`src/rtl/mem_arb_pkg.sv`:
```
// Shared types and constants for the two-master memory arbiter.
package mem_arb_pkg;

  typedef enum logic [1:0] {
    ST_IDLE   = 2'd0,
    ST_ACCESS = 2'd1,
    ST_DONE   = 2'd2
  } arb_state_e;

  localparam logic M0 = 1'b0;
  localparam logic M1 = 1'b1;

  localparam logic ARB_RR    = 1'b0;
  localparam logic ARB_FIXED = 1'b1;

  typedef struct packed {
    logic        we;
    logic [31:0] addr;
    logic [3:0]  mask;
    logic [31:0] data;
  } mem_req_t;

  // A read never drives byte lanes, so its mask is cleared when latched.
  function automatic mem_req_t make_req(input logic we, input logic [31:0] addr,
                                        input logic [3:0] mask, input logic [31:0] data);
    mem_req_t r;
    r.we   = we;
    r.addr = addr;
    r.mask = we ? mask : 4'h0;
    r.data = data;
    return r;
  endfunction

endpackage

```
`src/rtl/mem_arb_pick.sv`:
```
// Combinational 2-way winner select; produces a one-hot grant from the request pair.
module mem_arb_pick
  import mem_arb_pkg::*;
(
  input  logic [1:0] req_i,
  input  logic       last_i,
  input  logic       mode_i,
  output logic [1:0] grant_o
);

  // Tie goes to m0 in fixed mode, otherwise to whichever master was not served last.
  always_comb begin
    grant_o = 2'b00;
    case (req_i)
      2'b01: grant_o = 2'b01;
      2'b10: grant_o = 2'b10;
      2'b11: begin
        if ((mode_i == ARB_FIXED) || (last_i == M1)) begin
          grant_o = 2'b01;
        end else begin
          grant_o = 2'b10;
        end
      end
      default: grant_o = 2'b00;
    endcase
  end

endmodule

```
`src/rtl/mem_arbiter.sv`:
```
// Shares one 32-bit memory port between two req/ack masters; latches the winner's
// request, drives memory for a fixed access time and returns a one-cycle ack.
module mem_arbiter
  import mem_arb_pkg::*;
#(
  parameter int RD_LATENCY = 1,
  parameter int ARB_MODE   = 0
) (
  input  logic        clk,
  input  logic        reset_n_i,
  input  logic        m0_req_i,
  input  logic        m0_we_i,
  input  logic [31:0] m0_addr_i,
  input  logic [3:0]  m0_wr_mask_i,
  input  logic [31:0] m0_data_i,
  output logic        m0_ack_o,
  output logic [31:0] m0_data_o,
  input  logic        m1_req_i,
  input  logic        m1_we_i,
  input  logic [31:0] m1_addr_i,
  input  logic [3:0]  m1_wr_mask_i,
  input  logic [31:0] m1_data_i,
  output logic        m1_ack_o,
  output logic [31:0] m1_data_o,
  output logic [31:0] mem_addr_o,
  output logic        mem_we_o,
  output logic [3:0]  mem_wr_mask_o,
  output logic [31:0] mem_data_o,
  input  logic [31:0] mem_data_i,
  output logic [1:0]  grant_o,
  output logic        busy_o
);

  localparam logic [3:0] RD_LAT_C = RD_LATENCY[3:0];
  localparam logic       MODE_C   = (ARB_MODE == 0) ? ARB_RR : ARB_FIXED;

  arb_state_e  state_q, state_d;
  mem_req_t    req_q, req_d;
  logic [3:0]  cnt_q, cnt_d;
  logic        last_q, last_d;
  logic [1:0]  grant_q, grant_d;
  logic        busy_q, busy_d;
  logic        mem_we_q, mem_we_d;
  logic [1:0]  ack_q, ack_d;
  logic [31:0] m0_data_q, m0_data_d;
  logic [31:0] m1_data_q, m1_data_d;
  logic [1:0]  win_s;

  mem_arb_pick u_pick (
    .req_i   ({m1_req_i, m0_req_i}),
    .last_i  (last_q),
    .mode_i  (MODE_C),
    .grant_o (win_s)
  );

  // Next-state and next-output computation for the IDLE -> ACCESS -> DONE sequence.
  always_comb begin
    state_d   = state_q;
    req_d     = req_q;
    cnt_d     = cnt_q;
    last_d    = last_q;
    grant_d   = grant_q;
    busy_d    = busy_q;
    mem_we_d  = 1'b0;
    ack_d     = 2'b00;
    m0_data_d = 32'h0;
    m1_data_d = 32'h0;
    case (state_q)
      ST_IDLE: begin
        if (win_s != 2'b00) begin
          if (win_s[1]) begin
            req_d = make_req(m1_we_i, m1_addr_i, m1_wr_mask_i, m1_data_i);
          end else begin
            req_d = make_req(m0_we_i, m0_addr_i, m0_wr_mask_i, m0_data_i);
          end
          mem_we_d = req_d.we;
          grant_d  = win_s;
          busy_d   = 1'b1;
          cnt_d    = 4'd0;
          state_d  = ST_ACCESS;
        end else begin
          grant_d = 2'b00;
          busy_d  = 1'b0;
        end
      end
      ST_ACCESS: begin
        if (req_q.we) begin
          ack_d   = grant_q;
          state_d = ST_DONE;
        end else if (cnt_q == RD_LAT_C) begin
          // Read data is valid in this cycle; it is handed straight to the owner's data flop.
          ack_d = grant_q;
          if (grant_q[1]) begin
            m1_data_d = mem_data_i;
          end else begin
            m0_data_d = mem_data_i;
          end
          state_d = ST_DONE;
        end else begin
          cnt_d = cnt_q + 4'd1;
        end
      end
      ST_DONE: begin
        last_d  = grant_q[1];
        grant_d = 2'b00;
        busy_d  = 1'b0;
        state_d = ST_IDLE;
      end
      default: begin
        grant_d = 2'b00;
        busy_d  = 1'b0;
        state_d = ST_IDLE;
      end
    endcase
  end

  // State and output registers; last-grant resets to m1 so m0 wins the first tie.
  always_ff @(posedge clk or negedge reset_n_i) begin
    if (!reset_n_i) begin
      state_q   <= ST_IDLE;
      req_q     <= '0;
      cnt_q     <= 4'd0;
      last_q    <= M1;
      grant_q   <= 2'b00;
      busy_q    <= 1'b0;
      mem_we_q  <= 1'b0;
      ack_q     <= 2'b00;
      m0_data_q <= 32'h0;
      m1_data_q <= 32'h0;
    end else begin
      state_q   <= state_d;
      req_q     <= req_d;
      cnt_q     <= cnt_d;
      last_q    <= last_d;
      grant_q   <= grant_d;
      busy_q    <= busy_d;
      mem_we_q  <= mem_we_d;
      ack_q     <= ack_d;
      m0_data_q <= m0_data_d;
      m1_data_q <= m1_data_d;
    end
  end

  assign mem_addr_o    = req_q.addr;
  assign mem_wr_mask_o = req_q.mask;
  assign mem_data_o    = req_q.data;
  assign mem_we_o      = mem_we_q;
  assign grant_o       = grant_q;
  assign busy_o        = busy_q;
  assign m0_ack_o      = ack_q[0];
  assign m1_ack_o      = ack_q[1];
  assign m0_data_o     = m0_data_q;
  assign m1_data_o     = m1_data_q;

endmodule
```
`config.mk`:
```
export PLATFORM = sky130hd
export DESIGN_NAME = mem_arbiter
export DESIGN_NICKNAME = d
export VERILOG_FILES = /design/src/rtl/mem_arb_pkg.sv /design/src/rtl/mem_arb_pick.sv /design/src/rtl/mem_arbiter.sv
export SDC_FILE = /design/constraint.sdc
export NUM_CORES = 1
export LEC_CHECK = 0
export ABC_AREA = 1
export CAP_MARGIN = 20
export CORE_ASPECT_RATIO = 2
export CORE_MARGIN = 1
export CORE_UTILIZATION = 33
export CTS_CLUSTER_SIZE = 16
export DETAILED_ROUTE_END_ITERATION = 7
export GPL_ROUTABILITY_DRIVEN = 0
export GPL_TIMING_DRIVEN = 0
export PLACE_DENSITY = 0.64
export SYNTH_ARGS = -nofsm -noshare
export SYNTH_HDL_FRONTEND = slang
export SYNTH_HIERARCHICAL = 1
export SYNTH_SLANG_ARGS = --single-unit
```
`constraint.sdc`:
```
create_clock -name clk -period 1.9 [get_ports clk]
set_input_delay 0.57 -clock clk [delete_from_list [all_inputs] [get_ports clk]]
set_output_delay 0.57 -clock clk [all_outputs]
set_load 0.1 [all_outputs]
```
# Word-level counts from Yosys, hierarchy flattened
# Index checks and enable logic that the tools add are counted.
totals:
  reg_bits: 146
  elab_cells: 60
  inputBits: 174
  out_inout_bits: 138
classes:
  n_eq_ne: 10
  add_sub_neg: 1
  reduce_logical: 6
  mux: 30
op_table:
  columns: ["op", "count"]
  rows:
  - ["$mux 32", 8]
  - ["$mux 69", 1]
  - ["$mux 4", 5]
  - ["$mux 2", 8]
  - ["$pmux 2 s2", 2]
  - ["$pmux 4 s2", 1]
  - ["$eq 2x2->1 const B", 3]
  - ["$ne 2x2->1 const B", 3]
  - ["$pmux 2 s3", 1]
  - ["$add 4x1->4 const B", 1]
  - ["$eq 2x1->1 const B", 2]
  - ["$eq 4x1->1 const B", 1]
  - ["$reduce_and 2->1", 2]
  - ["$reduce_and 4->1", 1]
  - ["$reduce_bool 2->1", 2]
  - ["$mux 1", 3]
  - ["$ne 3x3->1 const B", 1]
  - ["$logic_not 2->1", 1]
  - ["$pmux 1 s2", 1]

# Longest topological paths before layout
# Gate-level depths: netlist of run 1.
logic_depth:
  word_depth: 5
  depth_mapped: 10
  mapped_depth_nobuf: 8

# Hierarchy
# Netlist of run 1, hierarchy kept.
modules_own_cells:
  columns: ["module", "seq_area_each_um2", "cells_per_inst", "n_inst", "area_each_um2"]
  rows:
  - ["mem_arbiter", 3654.8, 817, 1, 6658.9]
  - ["mem_arb_pick", 0.0, 13, 1, 50.0]

# Worst setup path after synthesis of run 1
# Ideal clock, no wire load.
synth_timing:
  kind: "flip-flop to flip-flop"
  start: "register grant_q[1], in the netlist grant_o[1]"
  end: "register m0_data_q[0], in the netlist m0_data_o[0]"
  period_less_slack_ns: 1.621
  arrival_time_ns: 1.505
  required_time_ns: 1.784
  path_buffers: 1
  setup_ns: 0.116
  path_slack_ns: 0.279
  path_stages_with_launch: 5
  path_cell_list: "dfrtp_1 > inv_1 > nand3_4 > buf_6 > nor2_1"
synth_between:
  elab_chain_cells: 4
synth_rtl:
  columns: ["element", "line", "rtl"]
  rows:
  - ["start: declaration", "mem_arbiter.sv:41", "logic [1:0] grant_q, grant_d;"]
  - ["start signal: assignment", "mem_arbiter.sv:135", "grant_q <= grant_d;"]
  - ["$mux 32", "mem_arbiter.sv:93", "if (grant_q[1]) begin"]
  - ["$mux 32", "mem_arbiter.sv:90", "end else if (cnt_q == RD_LAT_C) begin"]
  - ["$mux 32", "mem_arbiter.sv:87", "if (req_q.we) begin"]
  - ["$mux 32", "mem_arbiter.sv:68", "case (state_q)"]
  - ["named net m0_data_d[0]", "mem_arbiter.sv:45", "logic [31:0] m0_data_q, m0_data_d;"]
  - ["end signal: assignment", "mem_arbiter.sv:139", "m0_data_q <= m0_data_d;"]
  - ["end: declaration", "mem_arbiter.sv:45", null]
# The timed path passes the listed nets, and every way through them passes these cells.
# A chain may end at the register's enable or synchronous reset.

# Worst setup path after layout of run 1
layout_timing:
  start: "register m0_data_q[31], in the netlist m0_data_o[31]"
  end: "output m0_data_o[31]"
layout_lines:
  columns: ["element", "line", "rtl"]
  rows:
  - ["end: declaration", "mem_arbiter.sv:17", "output logic [31:0] m0_data_o,"]
# No word-level cell between the ends.

==> results of run 1 <==
[stage by stage]
stage	cells	hold WS [ns]	setup TNS (ns)	instance area, µm²	power (W)
2_1_floorplan	830	0.274	0	6710	0.0136
3_3_place_gp	1403	0.463	-885.27	10100	0.0165
5_1_grt	1436	0.138	0	10600	0.0205
3_5_place_dp	1404	0.466	-60.29	10200	0.0166
4_1_cts	1436	0.123	0	10500	0.0196
6_report	1436	0.103	0	10600	0.0196
[registers in the layout (all words and copies together), names as in the netlist, 2 cells and up]
| signal | cells |
|---|---|
| grant_o | 2 |
| m1_data_o | 32 |
| ack_q | 2 |
| state_q | 2 |
| m0_data_o | 32 |
| mem_data_o | 32 |
| mem_addr_o | 32 |
| cnt_q | 4 |
| mem_wr_mask_o | 4 |
[cell type report]
class | instances | area (µm²)
Fill cell | 2011 | 9350
Sequential cell | 146 | 3650
Timing Repair Buffer | 312 | 2870
Multi-Input combinational cell | 562 | 2210
Buffer | 106 | 807
Clock buffer | 18 | 429
Tap cell | 262 | 328
Clock inverter | 14 | 205
Inverter | 16 | 62.6
[per-layer routing]
layer  global-route usage [%]  part of all wire, %  vias up
met4                     8.10                  2.6        0
met3                     3.60                  4.7       27
met1                     20.6                   34     2773
li1                         -                    -     3087
met5                        0                    0        -
met2                     41.1                   59      195
[logic make-up after synthesis]
kind of cell / synth area share, %
AOI/OAI and AO/OA: 0.522
other: 0.0559
DFF: 54.5
xor gates and xnor gates: 0.131
buffers and inverters: 12.6
and+or+nand+nor: 31.8
adders and majority gates: 0.373
[repair_timing]
action / in CTS / in global routing
gates resized for setup: 566 / 91
gates cloned: 0 / 0
endpoints found under the setup margin: 198 / 111
[power by group through the flow]
| stage | registers [W] | clock network (W) | logic [W] |
|---|---|---|---|
| detailed placement | 0.00452 | 0 | 0.0121 |
| floorplan | 0.00547 | 0 | 0.00816 |
| global route | 0.00459 | 0.00380 | 0.0121 |
| global placement | 0.00451 | 0 | 0.0120 |
| finish | 0.00447 | 0.00360 | 0.0115 |
| CTS | 0.00448 | 0.00367 | 0.0114 |
[final timing paths]
kind	start	depth (start not counted)	slack, ns	endpoint
setup / recovery	m0_data_o[31]$_DFF_PN0_	1	0.02	m0_data_o[31]
hold / removal	reset_n_i	1	0.10	m0_data_o[30]$_DFF_PN0_
setup reg to reg	last_q$_DFFE_PN1N_	10	0.26	mem_addr_o[21]$_DFFE_PN0P_
hold reg to reg	mem_addr_o[28]$_DFFE_PN0P_	2	0.48	mem_addr_o[28]$_DFFE_PN0P_
max in group asynchronous	reset_n_i	2	0.96	mem_data_o[16]$_DFFE_PN0P_
min in group clk	mem_addr_o[28]$_DFFE_PN0P_	2	0.48	mem_addr_o[28]$_DFFE_PN0P_
[cells in the final DEF, fill, tap and decap left out, types with 4 or more instances in the layout]
master and count:
clkdlybuf4s18_2 36, buf_6 14, clkbuf_16 17, buf_2 57
clkdlybuf4s50_1 172, buf_4 72, clkdlybuf4s15_2 22, bufinv_16 4
dfrtp_1 145, inv_1 12, clkinv_4 6, nand3_1 11
nand2_1 463, nor2_1 71, clkbuf_4 43
==> results_dict.tcl, run 1 <==
set metrics [dict create \
    pre_cts_ws_ns -0.626 \
    synth_top_area_share_pct 54.1 \
    ys_seq_area_share_pct 54.5 \
    wl_per_cell_um 14.4 \
    skew_ns 0.00890 \
    coreArea_mm2 0.0199 \
    critPathMaxFanout 1 \
    drt_wl_total_um 20700 \
    antenna_cells 0 \
    maxCapViolCount 0 \
    cts_hold_buf 0 \
    yosys_warnings 6 \
    path_class "reg2out" \
    peakVddDrop_uv 943 \
    synth_cells 830 \
    ios 312 \
    combPwrFrac_pct 58.7 \
    power_density_mw_per_mm2 1850 \
    avgSynthCellArea_um2 8.08 \
    synth_enable_flop_cells 0 \
    setup_viol 0 \
    period_minus_slack_ns 1.88 \
    period_share_pct 98.7 \
    vias_per_cell 4.24 \
    htree_levels 4 \
    p_leak_nw 5.58 \
    root_buffer "clkbuf_16" \
    clk_pin_slew_ns 0.07 \
    rsz0062_at_grt "no" \
    slowest_delay_ns 0.55 \
    crit_arrival_ns 1.31 \
    dp_hpwl_um 15900 \
    cp_num_buf_inv 1 \
    tightestPinTransition_ns 0.561 \
    timing.final.hold_violations 0 \
    drtAntennaViolNets 0 \
    clock-sinks 146 \
    antenna_found_initial 0 \
    grt_pass1_vias 6268 \
    post-route-util_pct 53.1 \
    firstDrtPassIters 5 \
    sw_frac_of_total_pct 53.8 \
    cp.required_ns 1.33 \
    cp_slowest_cell "clkdlybuf4s18_2" \
    core.rowCount 73 \
    cts_setup_buffers 0 \
    synthMostInstantiatedCell "nand2_1" \
    grt_pass1_wl_um 32500 \
    cts_tree "yes" \
    drt_iter0_markers 171 \
    status "completed" \
    nets 1337 \
    dieArea_mm2 0.0209 \
    ys_async_sr_fraction_pct 100 \
    syn-cell-area_mm2 0.00671 \
    path_cells "clkdlybuf4s18_2" \
    switching_power_w 0.0105 \
    intPower_w 0.00904 \
    fmax_mhz 533 \
    drive_above_1_share_pct 24.4 \
    grt-ovfl-total 0 \
    route.detailed.drc 0 \
    synth_top_area_cell "dfrtp_1" \
    grt_use_total_pct 20.8 \
    critical_path.top_delay_family "buffers and inverters" \
    die_w_um 103 \
    ys_ff_latch 146 \
    vias 6082 \
    worstSkewPairLatency_ns 0.42 \
    slew_violations 0 \
    worst_slack_ns 0.0240 \
    cp-start-kind "flip-flop" \
    timing.slew.headroom_pct 62.8 \
    initial_utilization_pct 33.7 \
    p_seq_share_pct 22.9 \
    areaGrowthSynthToFinish_pct 57.5 \
    synth_nets 1006 \
    portBuffers 311 \
    grt_start_max_net_pins 94 \
    cp-end-kind "primary output" \
    synth_flop_cell "dfrtp_1" \
    cts_buffer_depth 2 \
    min_path_type "in2async" \
    power_frac_clock_pct 18.4 \
    synth_area_leaders "dfrtp_1 54%, nand2_1 26%, buf_4 7.7%" \
    synth.distinct_cells 23 \
    die_y_um 204 \
    numCtsBuffers 17 \
    synth_common_cells "463 x nand2_1, 145 x dfrtp_1, 71 x nor2_1" \
]
Power figures use the tool's default switching activity.
==> inputs of run 2 (changes only) <==
--- a/config.mk
+++ b/config.mk
@@ -6,13 +6,11 @@
 export NUM_CORES = 1
 export LEC_CHECK = 0
 export ABC_AREA = 1
-export CAP_MARGIN = 20
 export CORE_ASPECT_RATIO = 2
 export CORE_MARGIN = 1
 export CORE_UTILIZATION = 33
 export CTS_CLUSTER_SIZE = 16
 export DETAILED_ROUTE_END_ITERATION = 7
-export GPL_ROUTABILITY_DRIVEN = 0
 export GPL_TIMING_DRIVEN = 0
 export PLACE_DENSITY = 0.64
 export SYNTH_ARGS = -nofsm -noshare
==> results of run 2 <==
Final layout, timing and power as in run 1 (identical DEF).
